--- src/rtl/hazard_pkg.sv ---
// Shared types and constants for the pipeline hazard controller.
//   fwd_sel_t   : per-operand forwarding select (regfile / W / M)
//   mem_state_t : data-memory wait FSM state
//   PC_REG_DEFAULT : register tag that aliases the PC
package hazard_pkg;

  typedef enum logic [1:0] {
    FWD_RF = 2'b00,
    FWD_W  = 2'b01,
    FWD_M  = 2'b10
  } fwd_sel_t;

  typedef enum logic [0:0] {
    RUN  = 1'b0,
    WAIT = 1'b1
  } mem_state_t;

  localparam int unsigned PC_REG_DEFAULT = 15;

endpackage

--- src/rtl/fwd_match.sv ---
// Single-operand forwarding comparator for the Execute stage.
// Compares one source tag against the M and W destination tags and picks the
// youngest producer. The PC tag is never forwarded.
// Ports:
//   src_reg      in  REG_W  Execute source tag
//   src_used     in  1      operand is actually read
//   dst_reg_m    in  REG_W  destination tag in Memory
//   reg_write_m  in  1      Memory instruction writes the register file
//   dst_reg_w    in  REG_W  destination tag in Writeback
//   reg_write_w  in  1      Writeback instruction writes the register file
//   fwd_sel      out 2      FWD_RF / FWD_W / FWD_M
module fwd_match
  import hazard_pkg::*;
#(
  parameter int unsigned REG_W  = 4,
  parameter int unsigned PC_REG = PC_REG_DEFAULT
) (
  input  logic [REG_W-1:0] src_reg,
  input  logic             src_used,
  input  logic [REG_W-1:0] dst_reg_m,
  input  logic             reg_write_m,
  input  logic [REG_W-1:0] dst_reg_w,
  input  logic             reg_write_w,
  output fwd_sel_t         fwd_sel
);

  logic not_pc;
  logic hit_m;
  logic hit_w;

  assign not_pc = (src_reg != REG_W'(PC_REG));
  assign hit_m  = reg_write_m & src_used & not_pc & (src_reg == dst_reg_m);
  assign hit_w  = reg_write_w & src_used & not_pc & (src_reg == dst_reg_w);

  // M holds the younger result, so it takes priority over W.
  always_comb begin
    fwd_sel = FWD_RF;
    if (hit_m) begin
      fwd_sel = FWD_M;
    end else if (hit_w) begin
      fwd_sel = FWD_W;
    end
  end

endmodule

--- src/rtl/hazard_ctrl.sv ---
// Hazard controller for the F/D/E/M/W pipeline: operand forwarding into
// Execute, load-use interlock, PC-write and branch flushes, and a multi-cycle
// data-memory wait FSM with a timeout that raises a sticky error flag.
// Optional build macro HAZARD_PERF_EN adds 32-bit performance counters.
// Ports:
//   clk, reset                  clock; synchronous reset, active low
//   src_reg_d/src_used_d        Decode source tags / operand-read flags
//   src_reg_e/src_used_e        Execute source tags / operand-read flags
//   dst_reg_e/m/w, reg_write_*  destination tags and write enables per stage
//   mem_to_reg_e                Execute instruction is a load
//   mem_access_m, mem_ready_m   Memory-stage access request / completion
//   branch_taken_e              branch resolved taken in Execute
//   pc_src_d/e/m/w              stage instruction writes the PC
//   forward_e                   2-bit forwarding select per operand
//   stall_f/d/e/m               hold stage register
//   flush_d/e/w                 turn stage register into a bubble
//   mem_err                     sticky memory-timeout flag
//   stall_cnt, flush_cnt, mem_wait_cnt  (HAZARD_PERF_EN only) cycle counters
module hazard_ctrl
  import hazard_pkg::*;
#(
  parameter int unsigned NUM_SRC     = 3,
  parameter int unsigned REG_W       = 4,
  parameter int unsigned PC_REG      = PC_REG_DEFAULT,
  parameter int unsigned MEM_TIMEOUT = 255
) (
  input  logic                     clk,
  input  logic                     reset,
  input  logic [NUM_SRC*REG_W-1:0] src_reg_d,
  input  logic [NUM_SRC-1:0]       src_used_d,
  input  logic [NUM_SRC*REG_W-1:0] src_reg_e,
  input  logic [NUM_SRC-1:0]       src_used_e,
  input  logic [REG_W-1:0]         dst_reg_e,
  input  logic [REG_W-1:0]         dst_reg_m,
  input  logic [REG_W-1:0]         dst_reg_w,
  input  logic                     reg_write_e,
  input  logic                     reg_write_m,
  input  logic                     reg_write_w,
  input  logic                     mem_to_reg_e,
  input  logic                     mem_access_m,
  input  logic                     mem_ready_m,
  input  logic                     branch_taken_e,
  input  logic                     pc_src_d,
  input  logic                     pc_src_e,
  input  logic                     pc_src_m,
  input  logic                     pc_src_w,
  output logic [NUM_SRC*2-1:0]     forward_e,
  output logic                     stall_f,
  output logic                     stall_d,
  output logic                     stall_e,
  output logic                     stall_m,
  output logic                     flush_d,
  output logic                     flush_e,
  output logic                     flush_w,
  output logic                     mem_err
`ifdef HAZARD_PERF_EN
  ,
  output logic [31:0]              stall_cnt,
  output logic [31:0]              flush_cnt,
  output logic [31:0]              mem_wait_cnt
`endif
);

  localparam int unsigned CntW = $clog2(MEM_TIMEOUT + 1);

  // ---------------------------------------------------------------------------
  // Forwarding
  // ---------------------------------------------------------------------------
  fwd_sel_t             fwd_sel [NUM_SRC];
  logic [NUM_SRC*2-1:0] fwd_raw;

  for (genvar i = 0; i < NUM_SRC; i++) begin : g_fwd
    fwd_match #(
      .REG_W (REG_W),
      .PC_REG(PC_REG)
    ) u_fwd_match (
      .src_reg    (src_reg_e[i*REG_W +: REG_W]),
      .src_used   (src_used_e[i]),
      .dst_reg_m  (dst_reg_m),
      .reg_write_m(reg_write_m),
      .dst_reg_w  (dst_reg_w),
      .reg_write_w(reg_write_w),
      .fwd_sel    (fwd_sel[i])
    );
    assign fwd_raw[i*2 +: 2] = fwd_sel[i];
  end

  // ---------------------------------------------------------------------------
  // Load-use interlock
  // ---------------------------------------------------------------------------
  logic ld_hit;
  logic ld_stall;

  always_comb begin
    ld_hit = 1'b0;
    for (int i = 0; i < int'(NUM_SRC); i++) begin
      ld_hit = ld_hit | (src_used_d[i] & (src_reg_d[i*REG_W +: REG_W] == dst_reg_e));
    end
  end

  assign ld_stall = mem_to_reg_e & ld_hit & (dst_reg_e != REG_W'(PC_REG));

  // reg_write_e is informational only; loads are identified by mem_to_reg_e.
  logic unused_rw_e;
  assign unused_rw_e = reg_write_e;

  // ---------------------------------------------------------------------------
  // Memory wait FSM
  // ---------------------------------------------------------------------------
  mem_state_t      state_q, state_d;
  logic [CntW-1:0] wait_cnt_q, wait_cnt_d;
  logic            mem_err_q, mem_err_d;
  // One-cycle marker after a timeout: the abandoned access must not re-enter
  // WAIT, and its writeback is squashed.
  logic            drop_q, drop_d;
  logic            mem_miss;
  logic            mem_stall;

  assign mem_miss  = mem_access_m & ~mem_ready_m & ~drop_q;
  assign mem_stall = (state_q == WAIT) | mem_miss;

  always_comb begin
    state_d    = state_q;
    wait_cnt_d = wait_cnt_q;
    mem_err_d  = mem_err_q;
    drop_d     = 1'b0;
    case (state_q)
      RUN: begin
        wait_cnt_d = '0;
        if (mem_miss) begin
          state_d = WAIT;
        end
      end
      WAIT: begin
        if (mem_ready_m) begin
          state_d    = RUN;
          wait_cnt_d = '0;
        end else if (wait_cnt_q == CntW'(MEM_TIMEOUT - 1)) begin
          // Saturate; the RUN state clears the counter on the next cycle.
          state_d    = RUN;
          wait_cnt_d = CntW'(MEM_TIMEOUT);
          mem_err_d  = 1'b1;
          drop_d     = 1'b1;
        end else begin
          wait_cnt_d = wait_cnt_q + 1'b1;
        end
      end
      default: begin
        state_d    = RUN;
        wait_cnt_d = '0;
      end
    endcase
  end

  always_ff @(posedge clk) begin
    if (!reset) begin
      state_q    <= RUN;
      wait_cnt_q <= '0;
      mem_err_q  <= 1'b0;
      drop_q     <= 1'b0;
    end else begin
      state_q    <= state_d;
      wait_cnt_q <= wait_cnt_d;
      mem_err_q  <= mem_err_d;
      drop_q     <= drop_d;
    end
  end

  assign mem_err = mem_err_q;

  // ---------------------------------------------------------------------------
  // Stall / flush generation
  // ---------------------------------------------------------------------------
  logic pc_pend;
  assign pc_pend = pc_src_d | pc_src_e | pc_src_m;

  always_comb begin
    forward_e = '0;
    stall_f   = 1'b0;
    stall_d   = 1'b0;
    stall_e   = 1'b0;
    stall_m   = 1'b0;
    flush_d   = 1'b0;
    flush_e   = 1'b0;
    flush_w   = 1'b0;
    if (!reset) begin
      flush_d = 1'b1;
      flush_e = 1'b1;
      flush_w = 1'b1;
    end else if (mem_stall) begin
      // Whole pipe frozen behind M; W receives bubbles. Other hazards are
      // re-evaluated once the memory releases.
      forward_e = fwd_raw;
      stall_f   = 1'b1;
      stall_d   = 1'b1;
      stall_e   = 1'b1;
      stall_m   = 1'b1;
      flush_w   = 1'b1;
    end else begin
      forward_e = fwd_raw;
      stall_f   = ld_stall | pc_pend;
      stall_d   = ld_stall;
      flush_d   = pc_pend | pc_src_w | branch_taken_e;
      flush_e   = ld_stall | branch_taken_e;
      flush_w   = drop_q;
    end
  end

`ifdef HAZARD_PERF_EN
  // ---------------------------------------------------------------------------
  // Performance counters (wrap naturally at 2^32)
  // ---------------------------------------------------------------------------
  always_ff @(posedge clk) begin
    if (!reset) begin
      stall_cnt    <= '0;
      flush_cnt    <= '0;
      mem_wait_cnt <= '0;
    end else begin
      stall_cnt    <= stall_cnt + {31'd0, stall_f};
      flush_cnt    <= flush_cnt + {31'd0, (flush_d | flush_e | flush_w)};
      mem_wait_cnt <= mem_wait_cnt + {31'd0, (state_q == WAIT)};
    end
  end
`endif

endmodule
--- config.mk ---
export PLATFORM = sky130hd
export DESIGN_NAME = hazard_ctrl
export DESIGN_NICKNAME = d
export VERILOG_FILES = /design/src/rtl/hazard_pkg.sv /design/src/rtl/fwd_match.sv /design/src/rtl/hazard_ctrl.sv
export SDC_FILE = /design/constraint.sdc
export NUM_CORES = 1
export LEC_CHECK = 0
export BUFFER_PORTS_ARGS = -buffer_cell sky130_fd_sc_hd__buf_2
export CAP_MARGIN = 25
export CORE_MARGIN = 3
export CORE_UTILIZATION = 37
export DETAILED_ROUTE_END_ITERATION = 8
export GPL_TIMING_DRIVEN = 0
export PLACE_DENSITY = 0.75
export SYNTH_ARGS = -nofsm -noshare
export SYNTH_HDL_FRONTEND = slang
export SYNTH_SLANG_ARGS = --single-unit
--- constraint.sdc ---
create_clock -name clk -period 1.2 [get_ports clk]
set_input_delay 0.12 -clock clk [delete_from_list [all_inputs] [get_ports clk]]
set_output_delay 0.12 -clock clk [all_outputs]
set_load 0.005 [all_outputs]
==> results.py, run 1 <==
metrics = {
    "outcome": {
        "outcome": "complete, but fails checks",
        "violations": "negative setup slack",
    },
    "detailed_routing": {
        "ant_nets": 0,
        "drc": 0,
        "drt_first_pass_iters": 4,
        "viasPerCell": 5.280,
        "vias": 1262,
        "drt_iter0_markers": 39,
        "wire_per_inst_um": 14.57,
        "wirelength_um": 3483,
    },
    "synthesis": {
        "async_reset_ff_share_pct": 0,
        "ys_ff_latch": 11,
        "syn_area_sq_mm": 0.001022,
        "yosys_warnings": 0,
        "yosysTopAreaCellShare_pct": 21.54,
        "ys.flop_type": "dfxtp_1",
        "synth_edf_count": 0,
        "avgSynthCellArea_sq_um": 8.113,
        "syn_nets": 183,
        "synth_cells": 126,
        "synth.distinct_cells": 26,
        "ys_top_cells_by_area": "dfxtp_1 22%, xnor2_1 17%, xor2_1 17%, nand3_1 4.9%, nand4_1 4.9%",
        "synth-seq-area-share_pct": 21.54,
        "synth_top_area_cell": "dfxtp_1",
        "yosys-top-cells-count": "20 x xnor2_1, 20 x xor2_1, 11 x dfxtp_1",
    },
    "cts": {
        "clk_latency_ns": 0.27,
        "cts_buffers": 3,
        "cts.sinks": 11,
        "clkTransAtPathRegs_ns": 0.07,
        "htreeDepth": 1,
        "clockBufferDepth": 2,
        "cts-root-buf": "clkbuf_4",
        "tritoncts": "yes",
    },
    "die": {
        "core_area_sq_mm": 0.002545,
        "die_area_sq_mm": 0.003429,
        "die_x_um": 58.56,
        "std_cell_rows": 18,
        "fp.dieH_um": 58.56,
        "ioPinCount": 69,
        "start_util_pct": 40.17,
    },
    "global_routing": {
        "grt_pass1_wl_um": 5354,
        "grt_start_max_net_pins": 11,
        "grt.busiest_layer": "met2",
        "overflow": 0,
        "antenna_found_initial": 0,
        "grt_usage_pct": 20.14,
        "use_met2_pct": 36.68,
        "gr-usage-met1_pct": 20.74,
        "grt_pass1_vias": 1276,
        "grtUsageMet3_pct": 5.482,
    },
    "layout": {
        "fin_nets": 267,
        "drive_above_1_share_pct": 55.98,
        "fin_area_sq_mm": 0.001723,
        "area_delta_synth_final_pct": 68.54,
        "antenna_cells": 0,
    },
    "sta": {
        "max-slew-margin-rel_pct": 64.43,
        "skew_ns": 0.009243,
        "fin_setup_tns_ns": -0.8231,
        "hold_viol_final": 0,
        "finalCriticalPeriod_ns": 1.409,
        "rsz0062_at_grt": "true",
        "setup_viol": 7,
        "finalWorstSetupSlack_ns": -0.2086,
        "max_freq_mhz": 709.9,
        "final_max_slew_viol_count": 0,
        "finalCritPeriodShare_pct": 117.4,
        "worstMarginPinSlew_ns": 0.5319,
    },
    "place": {
        "placed_cell_area_sq_mm": 0.001403,
        "port_buffers": 67,
        "place_congestion": 0.8017,
        "preCtsSetupSlack_ns": -0.2089,
        "dp_hpwl_um": 2676,
    },
    "setup_path": {
        "crit_type": "reg2out",
        "critPathLaunchType": "flop",
        "crit_path_max_fanout": 3,
        "cpPeakStageDelay_ns": 0.34,
        "cp_slowest_cell": "dfxtp_2",
        "endpoint_kind": "output port",
        "worstPathRequired_ns": 1.08,
        "arrival_ns": 1.29,
        "cp.buffers_inverters": 1,
        "critical_path.cell_chain": "nor2_2, a21o_1, and2_4, a31oi_1, buf_2",
        "cp_top_family": "flip-flops",
    },
    "power": {
        "p_per_area_mw_per_mm2": 586.8,
        "clkPwrFrac_pct": 24.9,
        "sw_frac_of_total_pct": 31.13,
        "switching_power_w": 0.0003147,
        "peakVddDrop_v": 0.0005904,
        "p_int_w": 0.0006963,
        "p_leak_nw": 0.7525,
        "p_comb_share_pct": 38.6,
        "p_seq_share_pct": 36.5,
    },
    "flow_run": {
        "cap_viol_max_count": 0,
    },
    "worst_hold_path": {
        "hold_class": "in2reg",
    },
}
## registers in the layout, summed over array words and instances (netlist names)
signal and count:
mem_err 1, wait_cnt_q 8, drop_q 1, state_q 1
## cell families after synthesis
family / synth area share, %
AO/OA/AOI/OAI: 10.28
XOR/XNOR: 34.27
adder cells (fa/ha/maj): 2.448
buffers and inverters: 1.836
flip-flops: 21.54
AND/OR/NAND/NOR: 29.62
## area by class of cell
cell class / count / area [sq um]
Multi-Input combinational cell: 111 / 922.1
Fill cell: 212 / 822.0
Timing Repair Buffer: 79 / 480.5
Sequential cell: 11 / 234.0
Tap cell: 30 / 37.54
Clock buffer: 4 / 26.28
Buffer: 2 / 12.51
Inverter: 2 / 10.01
## worst reg2reg max path: stages, from the launching register on
cell and delay (ns):
dfxtp_2 0.34, and3_4 0.19, and3_4 0.20, nand3_4 0.08, xor2_2 0.19, a21oi_2 0.13
## layout by cell type (no fill, tap or decap), drive strengths merged, types with 4 or more instances in the layout
cell / netlist / final
buf: 1 / 80
xnor2: 20 / 20
xor2: 20 / 20
dfxtp: 11 / 11
nand3: 10 / 10
nor4: 9 / 9
nand4: 8 / 8
nand2: 6 / 6
a21oi: 6 / 6
nor2: 6 / 6
clkbuf: 1 / 5
and2: 4 / 4
and3: 4 / 4
## power by group through the flow
| stage | clock network (W) | registers [W] | logic (W) |
|---|---|---|---|
| final | 0.000252 | 0.000369 | 0.000390 |
| after global routing | 0.000277 | 0.000370 | 0.000424 |
| after CTS | 0.000256 | 0.000372 | 0.000367 |
| after detailed placement | 0 | 0.000380 | 0.000335 |
| after global placement | 0 | 0.000380 | 0.000320 |
| after floorplan | 0 | 0.000379 | 0.000157 |
## layer usage
metal | vias to the layer above | routed length, um
li1 | 620 | -
met1 | 571 | 1295
met2 | 61 | 1837
met3 | 10 | 273
met4 | 0 | 77
met5 | - | 0
## through the flow
step / util [%] / std cells / power, W / hold WS (ns)
finish: 67.70 / 239 / 0.001011 / 0.1660
global route: 67.70 / 239 / 0.001071 / 0.1889
CTS: 60.96 / 233 / 0.0009952 / 0.1654
detailed placement: 55.11 / 223 / 0.0007149 / 0.4382
global placement: 55.11 / 223 / 0.0007002 / 0.4278
floorplan: - / 126 / 0.0005357 / 0.3078
## repair_timing
item,in CTS,in global routing
hold endpoints to repair,0,0
pin swaps,11,8
setup endpoints to repair,11,18
resized for setup,21,31
setup buffers,6,6
hold buffers,0,0
## final timing paths
check                                              start                        to  slack [ns]  depth (start not counted)
worst max register to register  wait_cnt_q[3]$_SDFF_PP0_  wait_cnt_q[7]$_SDFF_PP0_       -0.02                          5
worst min register to register      mem_err$_SDFFE_PN0P_      mem_err$_SDFFE_PN0P_        0.46                          1
worst max-delay path                   drop_q$_SDFF_PP0_                   flush_e       -0.21                          5
worst min-delay path                         mem_ready_m        state_q$_SDFF_PN0_        0.17                          3
No activity file was read; power rests on OpenSTA's default activity.
==> inputs of run 2 (changes only) <==
- CORE_ASPECT_RATIO: unset -> 1.2
==> results.py, run 2 (same netlist as run 1, synthesis figures left out) <==
metrics = {
    "layout": {
        "antenna_cells": 0,
        "fin_cells": 235,
        "regMostFlops": "wait_cnt_q",
        "area_delta_synth_final_pct": 71.48,
        "fin_nets": 260,
        "largest_reg_flops": 8,
        "drive_above_1_share_pct": 56.93,
        "fin_area_sq_mm": 0.001753,
        "mostFrequentLayoutCells": "53 x buf_2, 17 x xnor2_1, 14 x xor2_1",
        "final_common_cell": "buf_2",
        "n_fill_cell": 199,
    },
    "die": {
        "start_util_pct": 39.66,
        "ioPinCount": 69,
        "fp.dieH_um": 63.58,
        "die_x_um": 53.98,
        "core_area_sq_mm": 0.002577,
        "std_cell_rows": 20,
        "die_area_sq_mm": 0.003432,
    },
    "setup_path": {
        "worstPathRequired_ns": 1.08,
        "cpPeakStageDelay_ns": 0.34,
        "crit_type": "reg2out",
        "arrival_ns": 1.21,
        "crit_path_max_fanout": 4,
        "endpoint_kind": "output port",
        "critical_path.cell_chain": "nor2_2, a21o_1, and2_4, a31oi_2, buf_2",
        "critPathLaunchType": "flop",
        "cp_slowest_cell": "dfxtp_2",
    },
    "cts": {
        "holdBufCountCts": 0,
        "clk_latency_ns": 0.26,
        "clockBufferDepth": 2,
        "clkTransAtPathRegs_ns": 0.07,
        "htreeDepth": 1,
        "tritoncts": "yes",
        "cts_buffers": 3,
        "cts-root-buf": "clkbuf_4",
        "cts.sinks": 11,
    },
    "sta": {
        "hold_viol_final": 0,
        "final_max_slew_viol_count": 0,
        "max-slew-margin-rel_pct": 69.40,
        "finalCriticalPeriod_ns": 1.335,
        "fin_hold_ws_ns": 0.1537,
        "max_freq_mhz": 749.1,
        "rsz0062_at_grt": "true",
        "worstMarginPinSlew_ns": 0.4576,
        "setup_viol": 7,
        "finalWorstSetupSlack_ns": -0.1349,
        "skew_ns": 0.003323,
        "finalCritPeriodShare_pct": 111.2,
    },
    "power": {
        "switching_power_w": 0.0003163,
        "p_leak_nw": 0.7534,
        "sw_frac_of_total_pct": 30.64,
        "clkPwrFrac_pct": 24.6,
        "peakVddDrop_v": 0.0004163,
        "p_per_area_mw_per_mm2": 588.8,
        "p_seq_share_pct": 36.0,
        "total_power_w": 0.001032,
        "p_int_w": 0.0007159,
        "p_comb_share_pct": 39.4,
    },
    "detailed_routing": {
        "wl_met2_um": 1723,
        "route.top_layer_used": "met4",
        "ant_nets": 0,
        "drt_first_pass_iters": 4,
        "met3_wirelength_um": 250,
        "wirelength_um": 3169,
        "viasPerCell": 5.217,
        "drc": 0,
        "wl_met1_um": 1179,
        "drt_iter0_markers": 26,
        "wire_per_inst_um": 13.49,
        "vias": 1226,
    },
    "worst_hold_path": {
        "hold_class": "in2reg",
    },
    "outcome": {
        "outcome": "complete, but fails checks",
        "violations": "negative setup slack",
    },
    "place": {
        "place_congestion": 0.7562,
        "numPlacedInstances": 226,
        "dp_hpwl_um": 2344,
        "placed_cell_area_sq_mm": 0.001406,
        "preCtsSetupSlack_ns": -0.1381,
        "port_buffers": 67,
    },
    "flow_run": {
        "cap_viol_max_count": 0,
    },
    "global_routing": {
        "grt_usage_pct": 17.66,
        "grt_pass1_wl_um": 4629,
        "antenna_found_initial": 0,
        "grt_pass1_vias": 1132,
        "overflow": 0,
        "grt_start_max_net_pins": 11,
    },
}
run 2: changes by cell type in the layout (fill, tap and decap cells not counted), moves of 2 or more:
cell,delta
buf_8,+2
xor2_1,-4
buf_4,-3
xnor2_1,-2
buf_2,-7
xnor2_2,+2
xor2_2,+4
run 2: worst max-delay path: cells and delay by family, from the launching register on:
family                 cells  cell delay, ns
AOI/OAI and AO/OA          2            0.29
and+or+nand+nor            2            0.19
DFF                        1            0.34
buffers and inverters      1            0.13
run 2: worst paths after layout:
| kind | startpoint | endpoint | slack [ns] | cells after the start |
|---|---|---|---|---|
| min | mem_ready_m | state_q$_SDFF_PN0_ | 0.15 | 3 |
| max | drop_q$_SDFF_PP0_ | flush_e | -0.13 | 5 |
| max reg2reg | wait_cnt_q[4]$_SDFF_PP0_ | wait_cnt_q[7]$_SDFF_PP0_ | 0.03 | 5 |
| min reg2reg | mem_err$_SDFFE_PN0P_ | mem_err$_SDFFE_PN0P_ | 0.45 | 1 |
run 2: repair_timing:
action,4_1_cts,5_1_grt
pin swaps,12,18
setup endpoints to repair,11,21
buffers inserted,2,3
resized for setup,19,49
endpoints found under the hold margin,0,0
run 2: cell type report:
| class | instances | area [sq um] | area share (%) |
|---|---|---|---|
| buffer | 2 | 12.51 | 0.7138 |
| clock buffer | 4 | 26.28 | 1.499 |
| inverter | 2 | 10.01 | 0.5710 |
| multi-input combinational | 111 | 952.2 | 54.32 |
| sequential | 11 | 231.5 | 13.20 |
| tap | 33 | 41.29 | 2.355 |
| timing repair buffer | 72 | 479.2 | 27.34 |
run 2: power groups by stage:
stage                     clock network, W  logic, W  registers, W
after CTS                         0.000258  0.000352      0.000371
after floorplan                          0  0.000157      0.000379
after global placement                   0  0.000324      0.000380
final                             0.000254  0.000407      0.000371
after global routing              0.000279  0.000444      0.000372
after detailed placement                 0  0.000327      0.000380
run 2: per-stage QoR:
step	util (%)	TNS [ns]
after global routing	68.01	-1.013
final	68.01	-0.4918
after floorplan	-	0
after detailed placement	54.56	-0.5915
after global placement	54.56	-0.5516
after CTS	59.47	-0.4608
run 2: metal layers:
layer,GRT usage [%],up-vias
met3,4.492,2
li1,-,600
met5,0,-
met1,20.17,581
met4,5.607,0
met2,30.76,43
==> inputs of run 3 (changes only) <==
- ABC_AREA: unset -> 1
- CELL_PAD_IN_SITES_DETAIL_PLACEMENT: unset -> 0
- CELL_PAD_IN_SITES_GLOBAL_PLACEMENT: unset -> 2
- CORE_UTILIZATION: 37 -> 18
- PLACE_DENSITY: 0.75 -> unset
- PLACE_DENSITY_LB_ADDON: unset -> 0.1
- REMOVE_ABC_BUFFERS: unset -> 1
==> results.py, run 3 <==
metrics = {
    "die": {
        "ioPinCount": 69,
        "std_cell_rows": 31,
        "fp.dieH_um": 93.17,
        "die_area_sq_mm": 0.007327,
        "start_util_pct": 18.72,
        "die_x_um": 78.65,
        "core_area_sq_mm": 0.006090,
    },
    "setup_path": {
        "critPathLaunchType": "flop",
        "r2r-start": "wait_cnt_q[0]$_SDFF_PP0_",
        "rr_worst_depth": 7,
        "cpPeakStageDelay_ns": 0.31,
        "crit_type": "reg2out",
        "rrSetupSlack_ns": 0.05,
        "endpoint_kind": "output port",
        "worstPathRequired_ns": 1.08,
        "critical_path.cell_chain": "inv_2, a31oi_4, nand2_1, nand2_2, nand2_1, buf_2",
        "arrival_ns": 1.12,
        "cp_slowest_cell": "dfxtp_2",
        "rr_endpoint": "wait_cnt_q[3]$_SDFF_PP0_",
        "crit_path_frequent_cell": "nand2_1",
        "crit_path_max_fanout": 3,
    },
    "synthesis": {
        "yosys_warnings": 0,
        "ys_ff_latch": 11,
        "synth-seq-area-share_pct": 19.32,
        "ys_top_cells_by_area": "dfxtp_1 19%, nand2_1 13%, nor2_1 8.9%, xor2_1 7.7%, inv_1 7.2%",
        "synth_edf_count": 0,
        "synthMostInstantiatedCell": "nand2_1",
        "async_reset_ff_share_pct": 0,
        "yosys-top-cells-count": "38 x nand2_1, 27 x nor2_1, 22 x inv_1",
        "muxShareOfSynthArea_pct": 0,
        "synth_top_family_by_area": "simple AND/OR/NAND/NOR gates",
        "synth_cells": 186,
        "synth_top_area_cell": "dfxtp_1",
        "synth-simple-area-share_pct": 42.15,
        "synth.distinct_cells": 29,
        "syn_area_sq_mm": 0.001140,
        "synth-xor-area-share_pct": 13.83,
        "ys.flop_type": "dfxtp_1",
        "synthAdderAreaFrac_pct": 2.195,
        "avgSynthCellArea_sq_um": 6.128,
        "yosysTopAreaCellShare_pct": 19.32,
        "synth-compound-area-share_pct": 13.61,
    },
    "layout": {
        "final_common_cell": "buf_2",
        "drive_above_1_share_pct": 44.87,
        "fin_nets": 321,
        "largest_reg_flops": 8,
        "antenna_cells": 0,
        "mostFrequentLayoutCells": "60 x buf_2, 35 x nand2_1, 25 x nor2_1",
        "n_fill_cell": 713,
        "area_delta_synth_final_pct": 63.12,
        "regMostFlops": "wait_cnt_q",
        "final_util_pct": 30.53,
    },
    "sta": {
        "setup_viol": 7,
        "hold_viol_final": 0,
        "skew_ns": 0.001036,
        "fin_setup_tns_ns": -0.1930,
        "finalCritPeriodShare_pct": 103.7,
        "rsz0062_at_grt": "true",
        "worstMarginPinSlew_ns": 0.4261,
        "final_max_slew_viol_count": 0,
        "finalWorstSetupSlack_ns": -0.04462,
        "finalCriticalPeriod_ns": 1.245,
        "max_freq_mhz": 803.5,
        "max-slew-margin-rel_pct": 71.52,
    },
    "cts": {
        "htreeDepth": 1,
        "cts-root-buf": "clkbuf_8",
        "cts_buffers": 3,
        "clockBufferDepth": 2,
        "clk_latency_ns": 0.24,
        "tritoncts": "yes",
        "cts.sinks": 11,
        "holdBufCountCts": 0,
        "clkTransAtPathRegs_ns": 0.05,
    },
    "global_routing": {
        "grt_usage_pct": 11.01,
        "grt_pass1_vias": 1342,
        "antenna_found_initial": 0,
        "grt_pass1_wl_um": 6451,
        "overflow": 0,
        "grt_start_max_net_pins": 11,
    },
    "worst_hold_path": {
        "hold_class": "in2reg",
        "hold_depth": 4,
        "hold_path.startpoint": "mem_ready_m",
        "whs_endpoint": "state_q$_SDFF_PN0_",
    },
    "detailed_routing": {
        "drt_first_pass_iters": 4,
        "ant_nets": 0,
        "wirelength_um": 4242,
        "vias": 1443,
        "viasPerCell": 4.183,
        "drt_iter0_markers": 39,
        "wire_per_inst_um": 12.30,
        "drc": 0,
    },
    "power": {
        "peakVddDrop_v": 0.0005438,
        "p_leak_nw": 0.8612,
        "total_power_w": 0.001149,
        "p_per_area_mw_per_mm2": 617.9,
    },
    "outcome": {
        "outcome": "complete, but fails checks",
        "violations": "negative setup slack",
    },
    "place": {
        "preCtsSetupSlack_ns": -0.04226,
        "dp_hpwl_um": 3498,
        "place_congestion": 0.7704,
        "port_buffers": 67,
    },
    "flow_run": {
        "cap_viol_max_count": 0,
    },
}
## run 3: worst max path at each step
| stage | slack (ns) | endpoint | from |
|---|---|---|---|
| floorplan | 0.08 | wait_cnt_q[6]$_SDFF_PP0_ | wait_cnt_q[0]$_SDFF_PP0_ |
| global placement | -0.08 | forward_e[3] | dst_reg_m[3] |
| detailed placement | -0.04 | stall_f | dst_reg_e[1] |
| CTS | -0.06 | stall_f | drop_q$_SDFF_PP0_ |
| global route | -0.12 | stall_f | drop_q$_SDFF_PP0_ |
| finish | -0.04 | stall_f | drop_q$_SDFF_PP0_ |
## run 3: power breakdown
part / leakage, nW / internal (W) / total, W / switching (W)
clock network: 0.0228 / 0.000233 / 0.000371 / 0.000138
logic: 0.745 / 0.000198 / 0.000409 / 0.000211
registers: 0.0936 / 0.000364 / 0.000369 / 0.00000520
total: 0.861 / 0.000795 / 0.00115 / 0.000353
## run 3: cells by family after synthesis
| group | after synthesis |
|---|---|
| XOR/XNOR | 18 |
| adder cells (fa/ha/maj) | 2 |
| buffers and inverters | 25 |
| AND/OR/NAND/NOR | 104 |
| AO/OA/AOI/OAI | 26 |
| flip-flops | 11 |
## run 3: repair_timing
item / in CTS / in global routing
setup endpoints to repair: 13 / 22
pin swaps: 1 / 16
resized for setup: 14 / 45
cloned: 0 / 1
setup buffers: 1 / 6
## run 3: layout make-up
| class | instances | area, sq um | share of cell area (%) |
|---|---|---|---|
| Clock buffer | 4 | 45.04 | 2.423 |
| Inverter | 23 | 98.84 | 5.316 |
| Timing Repair inverter | 1 | 7.507 | 0.4038 |
| Tap cell | 82 | 102.6 | 5.518 |
| Timing Repair Buffer | 74 | 436.7 | 23.49 |
| Sequential cell | 11 | 237.7 | 12.79 |
| Multi-Input combinational cell | 150 | 930.9 | 50.07 |
## run 3: routing by layer
metal	up-vias	share of wire, %	track usage [%]
li1	773	-	-
met1	626	43	14.39
met2	39	50	18.77
met3	5	6.2	1.445
met4	0	0.99	3.207
met5	-	0	0
## run 3: metrics by stage
step,hold WS [ns],cells,instance area [sq um]
finish,0.1923,345,1859
global route,0.2351,345,1859
CTS,0.2179,338,1675
detailed placement,0.4330,333,1563
global placement,0.4320,333,1563
floorplan,0.2327,184,1125
## run 3: worst max-delay path, delay by kind of cell, from the launching register on
family                 cells  cell delay (ns)
buffers and inverters      2             0.17
and+or+nand+nor            3             0.21
AOI/OAI and AO/OA          1             0.20
DFF                        1             0.31
